[src/rtl/cla_word_sequencer_if.sv]
// rtl/cla_word_sequencer_if.sv - operand/result handshake bundle for cla_word_sequencer (Sub present with CLA_SEQ_SUB_EN)
interface cla_word_sequencer_if #(
  parameter int WIDTH = 4,
  parameter int WORDS = 4
);
  localparam int N = WIDTH * WORDS;

  logic         in_valid;
  logic         in_ready;
  logic [N-1:0] A;
  logic [N-1:0] B;
  logic         Cin;
`ifdef CLA_SEQ_SUB_EN
  logic         Sub;
`endif
  logic         out_valid;
  logic         out_ready;
  logic [N-1:0] Sum;
  logic         Cout;

  // Producer/consumer side: offers operands, accepts results.
  modport master (
    output in_valid, A, B, Cin,
`ifdef CLA_SEQ_SUB_EN
    output Sub,
`endif
    output out_ready,
    input  in_ready, out_valid, Sum, Cout
  );

  // Sequencer side.
  modport slave (
    input  in_valid, A, B, Cin,
`ifdef CLA_SEQ_SUB_EN
    input  Sub,
`endif
    input  out_ready,
    output in_ready, out_valid, Sum, Cout
  );
endinterface

[src/rtl/cla_word_sequencer.sv]
// rtl/cla_word_sequencer.sv - word-serial carry-lookahead adder, one WIDTH-bit word per cycle; CLA_SEQ_SUB_EN adds subtract
module cla_word_sequencer #(
  parameter int WIDTH = 4,
  parameter int WORDS = 4
) (
  input  logic                  clk,
  input  logic                  rst_n,
  cla_word_sequencer_if.slave   bus
);
  localparam int N    = WIDTH * WORDS;
  localparam int IDXW = (WORDS > 1) ? $clog2(WORDS) : 1;
  localparam logic [IDXW-1:0] LAST = IDXW'(WORDS - 1);

  typedef enum logic [1:0] {IDLE, RUN, DONE} state_t;

  state_t          state_q, state_d;
  logic [IDXW-1:0] idx_q, idx_d;
  logic            carry_q, carry_d;
  logic [N-1:0]    a_q, a_d;
  logic [N-1:0]    b_q, b_d;
  logic [N-1:0]    sum_q, sum_d;
  logic            cout_q, cout_d;

  logic [WIDTH-1:0] wa, wb, wg, wp, wsum;
  logic [WIDTH:0]   wc;
  logic             term, cl;

  // One WIDTH-bit lookahead stage on the selected word: every carry is a flat
  // sum of generate terms gated by the propagates above them.
  always_comb begin
    wa   = a_q[idx_q*WIDTH +: WIDTH];
    wb   = b_q[idx_q*WIDTH +: WIDTH];
    wg   = wa & wb;
    wp   = wa ^ wb;
    wc   = '0;
    term = 1'b0;
    cl   = 1'b0;
    wc[0] = carry_q;
    for (int i = 0; i < WIDTH; i++) begin
      term = carry_q;
      for (int k = 0; k <= i; k++) term = term & wp[k];
      cl = term;
      for (int j = 0; j <= i; j++) begin
        term = wg[j];
        for (int k = j + 1; k <= i; k++) term = term & wp[k];
        cl = cl | term;
      end
      wc[i+1] = cl;
    end
    wsum = wp ^ wc[WIDTH-1:0];
  end

  // Next-state: capture in IDLE, one word per RUN cycle, hold in DONE.
  always_comb begin
    state_d = state_q;
    idx_d   = idx_q;
    carry_d = carry_q;
    a_d     = a_q;
    b_d     = b_q;
    sum_d   = sum_q;
    cout_d  = cout_q;
    case (state_q)
      IDLE: begin
        if (bus.in_valid) begin
          a_d     = bus.A;
`ifdef CLA_SEQ_SUB_EN
          b_d     = bus.Sub ? ~bus.B : bus.B;
          carry_d = bus.Sub ? 1'b1 : bus.Cin;
`else
          b_d     = bus.B;
          carry_d = bus.Cin;
`endif
          idx_d   = '0;
          state_d = RUN;
        end
      end
      RUN: begin
        sum_d[idx_q*WIDTH +: WIDTH] = wsum;
        carry_d = wc[WIDTH];
        idx_d   = idx_q + IDXW'(1);
        if (idx_q == LAST) begin
          cout_d  = wc[WIDTH];
          idx_d   = '0;
          state_d = DONE;
        end
      end
      DONE: begin
        if (bus.out_ready) state_d = IDLE;
      end
      default: state_d = IDLE;
    endcase
  end

  // State register; reset abandons any operation in flight.
  always_ff @(posedge clk or negedge rst_n) begin
    if (!rst_n) begin
      state_q <= IDLE;
      idx_q   <= '0;
      carry_q <= 1'b0;
      a_q     <= '0;
      b_q     <= '0;
      sum_q   <= '0;
      cout_q  <= 1'b0;
    end else begin
      state_q <= state_d;
      idx_q   <= idx_d;
      carry_q <= carry_d;
      a_q     <= a_d;
      b_q     <= b_d;
      sum_q   <= sum_d;
      cout_q  <= cout_d;
    end
  end

  assign bus.in_ready  = (state_q == IDLE);
  assign bus.out_valid = (state_q == DONE);
  assign bus.Sum       = sum_q;
  assign bus.Cout      = cout_q;
endmodule

[src/flat_wrapper.sv]
// flat-port wrapper written by rule: the top's interface ports become plain ports
module cla_word_sequencer_flat 
#(
  parameter int WIDTH = 4,
  parameter int WORDS = 4
)
  (clk, rst_n, bus_in_valid, bus_A, bus_B, bus_Cin, bus_out_ready, bus_in_ready, bus_out_valid, bus_Sum, bus_Cout);
  cla_word_sequencer_if #(.WIDTH(WIDTH), .WORDS(WORDS)) bus_i ();
  input  logic clk;
  input  logic rst_n;
  input wire logic [$bits(bus_i.in_valid)-1:0] bus_in_valid;
  input wire logic [$bits(bus_i.A)-1:0] bus_A;
  input wire logic [$bits(bus_i.B)-1:0] bus_B;
  input wire logic [$bits(bus_i.Cin)-1:0] bus_Cin;
  input wire logic [$bits(bus_i.out_ready)-1:0] bus_out_ready;
  output wire logic [$bits(bus_i.in_ready)-1:0] bus_in_ready;
  output wire logic [$bits(bus_i.out_valid)-1:0] bus_out_valid;
  output wire logic [$bits(bus_i.Sum)-1:0] bus_Sum;
  output wire logic [$bits(bus_i.Cout)-1:0] bus_Cout;
  assign bus_i.in_valid = bus_in_valid;
  assign bus_i.A = bus_A;
  assign bus_i.B = bus_B;
  assign bus_i.Cin = bus_Cin;
  assign bus_i.out_ready = bus_out_ready;
  assign bus_in_ready = bus_i.in_ready;
  assign bus_out_valid = bus_i.out_valid;
  assign bus_Sum = bus_i.Sum;
  assign bus_Cout = bus_i.Cout;
  cla_word_sequencer #(.WIDTH(WIDTH), .WORDS(WORDS)) u_core (.clk(clk), .rst_n(rst_n), .bus(bus_i));
endmodule
[config.mk]
export PLATFORM = sky130hd
export DESIGN_NAME = cla_word_sequencer_flat
export DESIGN_NICKNAME = d
export VERILOG_FILES = /design/src/rtl/cla_word_sequencer_if.sv /design/src/rtl/cla_word_sequencer.sv /design/src/flat_wrapper.sv
export SDC_FILE = /design/constraint.sdc
export NUM_CORES = 1
export LEC_CHECK = 0
export ABC_AREA = 1
export BUFFER_PORTS_ARGS = -buffer_cell sky130_fd_sc_hd__buf_2
export CAP_MARGIN = 20
export CELL_PAD_IN_SITES_DETAIL_PLACEMENT = 1
export CELL_PAD_IN_SITES_GLOBAL_PLACEMENT = 1
export CORE_MARGIN = 3
export CORE_UTILIZATION = 36
export DETAILED_ROUTE_END_ITERATION = 6
export GPL_TIMING_DRIVEN = 0
export PLACE_DENSITY_LB_ADDON = 0.12
export SLEW_MARGIN = 10
export SYNTH_ARGS = -nofsm -noshare
export SYNTH_HDL_FRONTEND = slang
export SYNTH_SLANG_ARGS = --single-unit
export TNS_END_PERCENT = 100
[constraint.sdc]
create_clock -name clk -period 2.2 [get_ports clk]
set_clock_uncertainty 0.2 [all_clocks]
set_input_delay 0.33 -clock clk [delete_from_list [all_inputs] [get_ports clk]]
set_output_delay 0.33 -clock clk [all_outputs]
set_load 0.01 [all_outputs]
# Yosys cells after proc, flatten, opt, wreduce, memory -nomap -nowiden
# Index checks and enable logic that the tools add are counted.
# totals
ff_bits,54
in_bits,37
output_inout_bits,19
wordCells,58
# classes
add_sub_neg,2
n_eq_ne,6
shift,4
mux,10
bitwise,23
reduce_logical,6
# ops
operator,count
4-bit negator with 34-bit output,1
"4-bit by 34-bit variable shift with 16-bit output, first input constant",1
4-bit by 34-bit indexed part select with 16-bit output,1
16-bit by 5-bit indexed part select with 4-bit output,2
16-bit bitwise mux,1
1-bit bitwise AND,10
2-bit two-way mux,5
1-bit OR,10
4-bit XOR,2
2-bit case mux with 3 select lines,1
2-bit AND reduction,3
4-bit bitwise AND,1
"2-bit equality test, second input constant",2
"2-bit inequality test, second input constant",2
2-bit case mux with 2 select lines,1
3-bit AND reduction,1
"2-bit by 1-bit adder with 2-bit output, second input constant",1
"2-bit by 1-bit equality test with 1-bit output, second input constant",1
2-bit zero test,1
"2-bit by 1-bit inequality test with 1-bit output, second input constant",1
1-bit case mux with 2 select lines,1
2-bit nonzero test,1
1-bit two-way mux,1

# Longest topological paths before layout
# depth
ltp_word,11
depth_mapped,14
ltp_nobuf,13

# Worst setup path after synthesis
# Ideal clock, no wire load.
# synth_timing
path_kind,register to register
startpoint,register u_core.idx_q[0]
endpoint,"register u_core.sum_q[14], in the netlist u_core.bus.Sum[14]"
setup_time_ps,74
arrival_ps,1945
t_required_ps,1926
slack_ps,-19
stages_incl_launch_ff,13
n_path_buf,2
period_less_slack_ps,2219
path_cell_list,dfrtp_1 -> buf_2 -> inv_2 -> buf_4 -> o21ai_0 -> o22ai_1 -> ha_1 -> nand2_1 -> nand3_2 -> xnor2_2 -> nor2_2 -> nand2_2 -> o21ai_2
# synth_via
elab_chain_cells,11
elab_cells_between_ends,21
classes_between,add/sub: 1; shift: 4; mux: 1; bitwise: 15
# synth_lines
item,line,source
"start, declared",cla_word_sequencer.sv:17,"logic [IDXW-1:0] idx_q, idx_d;"
"start signal, assigned",cla_word_sequencer.sv:106,idx_q <= idx_d;
"16-bit by 5-bit indexed part select with 4-bit output, on equally long branches","cla_word_sequencer.sv:31, cla_word_sequencer.sv:32",
4-bit XOR,cla_word_sequencer.sv:34,wp = wa ^ wb;
1-bit bitwise AND (3 in a row),cla_word_sequencer.sv:41,for (int k = 0; k <= i; k++) term = term & wp[k];
1-bit OR (3 in a row),cla_word_sequencer.sv:46,cl = cl | term;
4-bit XOR,cla_word_sequencer.sv:50,wsum = wp ^ wc[WIDTH-1:0];
4-bit by 34-bit indexed part select with 16-bit output,cla_word_sequencer.sv:78,sum_d[idx_q*WIDTH +: WIDTH] = wsum;
16-bit bitwise mux *,cla_word_sequencer.sv:78,
"end signal, assigned",cla_word_sequencer.sv:110,sum_q <= sum_d;
"end, declared",cla_word_sequencer.sv:21,"logic [N-1:0] sum_q, sum_d;"
# Mark *: on every way between the ends. The rest lies on a longest branch, timed or not.
# A chain may end at the register's enable or synchronous reset.

# Worst setup path after layout
# layout_timing
startpoint,register u_core.idx_q[0]
endpoint,"register u_core.sum_q[15], in the netlist u_core.bus.Sum[15]"
# Same word-level chain as after synthesis.

==> results.md <==
- Placed instance area: 0.003143 sq mm
- Initial core utilization: 0.3723
- Crit. End Element: flop
- Setup slack, reg-to-reg: -0.12 ns
- 1st-iter DRT viols: 92
- Peak supply drop: 734.3 uV
- Post-route antenna net violation count: 0
- Latest clock arrival within the worst-skew pair: 0.31 ns
- Failing checks: setup timing
- Register area share after synthesis: 0.4977
- Setup CP Type: reg -> reg
- RD Place Congestion: 0.7927
- FILL cells: 890
- Req. time, crit path: 2.25 ns
- Via-to-Cell Ratio: 4.736
- Crit-path max cell delay: 0.41 ns
- Area grow syn2layout: 35.76%
- Initial antenna violation count: 0
- Final setup TNS: -0.7966 ns
- Slew HR: 0.6034
- Die W: 92.85 um
- Final Instance Count excl. Fillers: 496
- Sequential share of power: 0.236
- Post-place setup slack: -0.4982 ns
- Routed WL: 7547 um
- R2R depth: 13
- Vias in the first global route: 2484
- Syn Inst Count: 318
- First-pass GRT wire length: 12090 um
- Finished Cell Area: 0.003686 sq mm
- Delay-heaviest family, CP: simple AND/OR/NAND/NOR gates
- Final net count: 445
- Worst EP arrival: 2.38 ns
- Crit-path max FO: 10
- Pin count of the biggest net entering global routing: 32
- Final Cycle Share: 1.057
- Total internal power: 3.789 mW
- Die area: 0.008620 sq mm
- Min-delay src: bus_A[15]
- CP startpoint kind: flop
- Worst Max-Slew Pin Slew: 0.5949 ns
- CTS tree: built
- Final hold vios: 0
- Total track usage: 0.1803
- NetSw: 3.300 mW
- Yosys reg bits: 54
- Met1 usage: 0.2108
- Switching share of power: 0.4655
- Drt wl/cell: 15.22 um
- Hold Path Sink: u_core.a_q[15]
- I/O Buffers: 55
- HPWL after DPL: 5329 um
- Run status: finished with violations
- Met2 GRT Util: 0.3371
- Ranking of synthesized cells by area: dfrtp_1, nand2_1, ha_1, o21ai_0, nor2_1
- Crit path cell chain: buf_6, inv_8, nand2_1, a32oi_4, ha_4, ha_4, nand3_2, nand4_1, nand2_2, nand2_4, nor2_4, nand3_2, nand2_1
- Clock share of power: 0.091
- Largest area contributor in the netlist: dfrtp_1
- Setup ws final: -0.1245 ns
- Final-report max-slew violation count: 0
- Worst-case hold slack: 0.007517 ns
- Busiest grt layer: met2
- Worst r2r dst: u_core.bus.Sum[15]
- Share of the synthesized area in the top cell type: 0.4977
- Die Y: 92.85 um
- Buf/Inv on CP: 2
- Max Freq: 430.2 MHz
- Ant diodes: 0
- Post-layout util: 0.5055
- Synth unique cells: 30
- Worst Hold Class: in -> reg
- Clock tree buffer depth: 2
- Num CTS Buffers: 5
- Drc violations: 0
- Crit-path slowest cell: dfrtp_1
- Placed cell count: 473
- Syn nets: 367
- Grt ovf: 0
- Number of top-level pins: 56
- RSZ-0062 raised after global routing: true
- Setup violations, final: 10
- Ys Warns: 0
- Grt met3 use: 0.03006
- Core area: 0.007292 sq mm
- Static Leak: 1.883 nW
- Root buf cell: clkbuf_8
- Design Power: 7.089 mW
- Synth Cell Area: 0.002715 sq mm
- CTS sink cnt: 54
- Clock edge transition at the registers on the reported setup and hold paths: 0.10 ns
- Min Tclk post-route: 2.324 ns
- Hold Crit Depth: 3
- Comb power frac: 0.672
- Total of max-cap violations: 0
- Origin of the critical flop-to-flop path: u_core.idx_q[0]
- Htree depth: 2
- Routed via count: 2349
- Synthesized area per cell: 8.538 sq um
- Layout cells sized above 1: 0.3879
- Pre-antenna DRT Iters: 4
- Rows: 31
- PwrDens: 1923 mW/mm^2
==> how the worst max path moves through the flow <==
stage	startpoint	to	slack, ns	depth (start not counted)
2_1_floorplan	u_core.idx_q[1]	u_core.bus.Sum[14]	0.006	11
3_3_place_gp	u_core.idx_q[1]	u_core.bus.Sum[6]	-0.47	11
3_5_place_dp	u_core.idx_q[1]	u_core.bus.Sum[6]	-0.50	11
4_1_cts	u_core.idx_q[0]	u_core.bus.Sum[6]	-0.11	12
5_1_grt	u_core.idx_q[0]	u_core.bus.Sum[15]	-0.22	13
6_report	u_core.idx_q[0]	u_core.bus.Sum[15]	-0.12	13
==> final cells by class <==
type,count,area (sq um),share of cell area
well taps,99,123.9,0.03360
multi-input cells,232,1465,0.3975
plain buffers,12,112.6,0.03055
repair buffers,71,434.2,0.1178
flip-flops and latches,54,1353,0.3669
inverters,20,87.58,0.02376
clock buffers,8,110.1,0.02987
==> worst reg2reg max path: stages, from the launching register on <==
cell and delay [ns]:
dfrtp_1 0.41, buf_6 0.16, inv_8 0.10, nand2_1 0.11
a32oi_4 0.23, ha_4 0.25, ha_4 0.17, nand3_2 0.06
nand4_1 0.10, nand2_2 0.15, nand2_4 0.07, nor2_4 0.14
nand3_2 0.07, nand2_1 0.07
==> metal layers <==
layer	part of all wire	routed length [um]
met4	0.013	98
met1	0.42	3178
met5	0	0
met3	0.031	237
met2	0.53	4033
==> logic make-up after synthesis <==
logic type	synth area share
AND/OR/NAND/NOR	0.2774
flip-flops	0.4977
AO/OA/AOI/OAI	0.1005
buffers and inverters	0.05714
adder cells (fa/ha/maj)	0.05806
XOR/XNOR	0.009219
==> state kept, by name (all words and copies together) (netlist names) <==
register,flops
u_core.bus.Sum,16
u_core.bus.Cout,1
u_core.carry_q,1
u_core.b_q,16
u_core.state_q,2
u_core.idx_q,2
u_core.a_q,16
==> layout by cell type, fill, tap and decap left out, drive strengths merged <==
cell,count
a21oi,2
a32oi,2
buf,80
clkbuf,9
dfrtp,54
dlygate4sd3,2
fa,1
ha,11
inv,20
nand2,138
nand3,8
nand4,2
nor2,23
nor3,2
o211ai,1
o21ai,30
o22ai,6
o31ai,3
or2,1
xnor2,1
xor2,1
==> cell usage after synthesis, drive strengths merged <==
master and count:
nand2 138, dfrtp 54, o21ai 30, nor2 23, inv 20, buf 12
ha 11, nand3 8, o22ai 6, o31ai 3, a21oi 2, a32oi 2
nand4 2, nor3 2, fa 1, o211ai 1, or2 1, xnor2 1
xor2 1
==> power by group through the flow <==
stage / Combinational, mW / Sequential [mW] / Clock, mW
after floorplan: 2.24 / 1.68 / 0
after global placement: 3.07 / 1.69 / 0
after detailed placement: 3.15 / 1.70 / 0
after CTS: 4.06 / 1.66 / 0.666
after global routing: 5.23 / 1.73 / 0.707
final: 4.77 / 1.68 / 0.647
==> repair_timing <==
| item | 4_1_cts | 5_1_grt |
|---|---|---|
| hold endpoints to repair | 24 | 0 |
| pin swaps | 6 | 13 |
| hold buffers | 2 | 0 |
| endpoints found under the setup margin | 18 | 17 |
| gates cloned | 0 | 1 |
| setup buffers | 8 | 4 |
| gates resized for setup | 37 | 32 |
(Power assumes the default switching activity.)
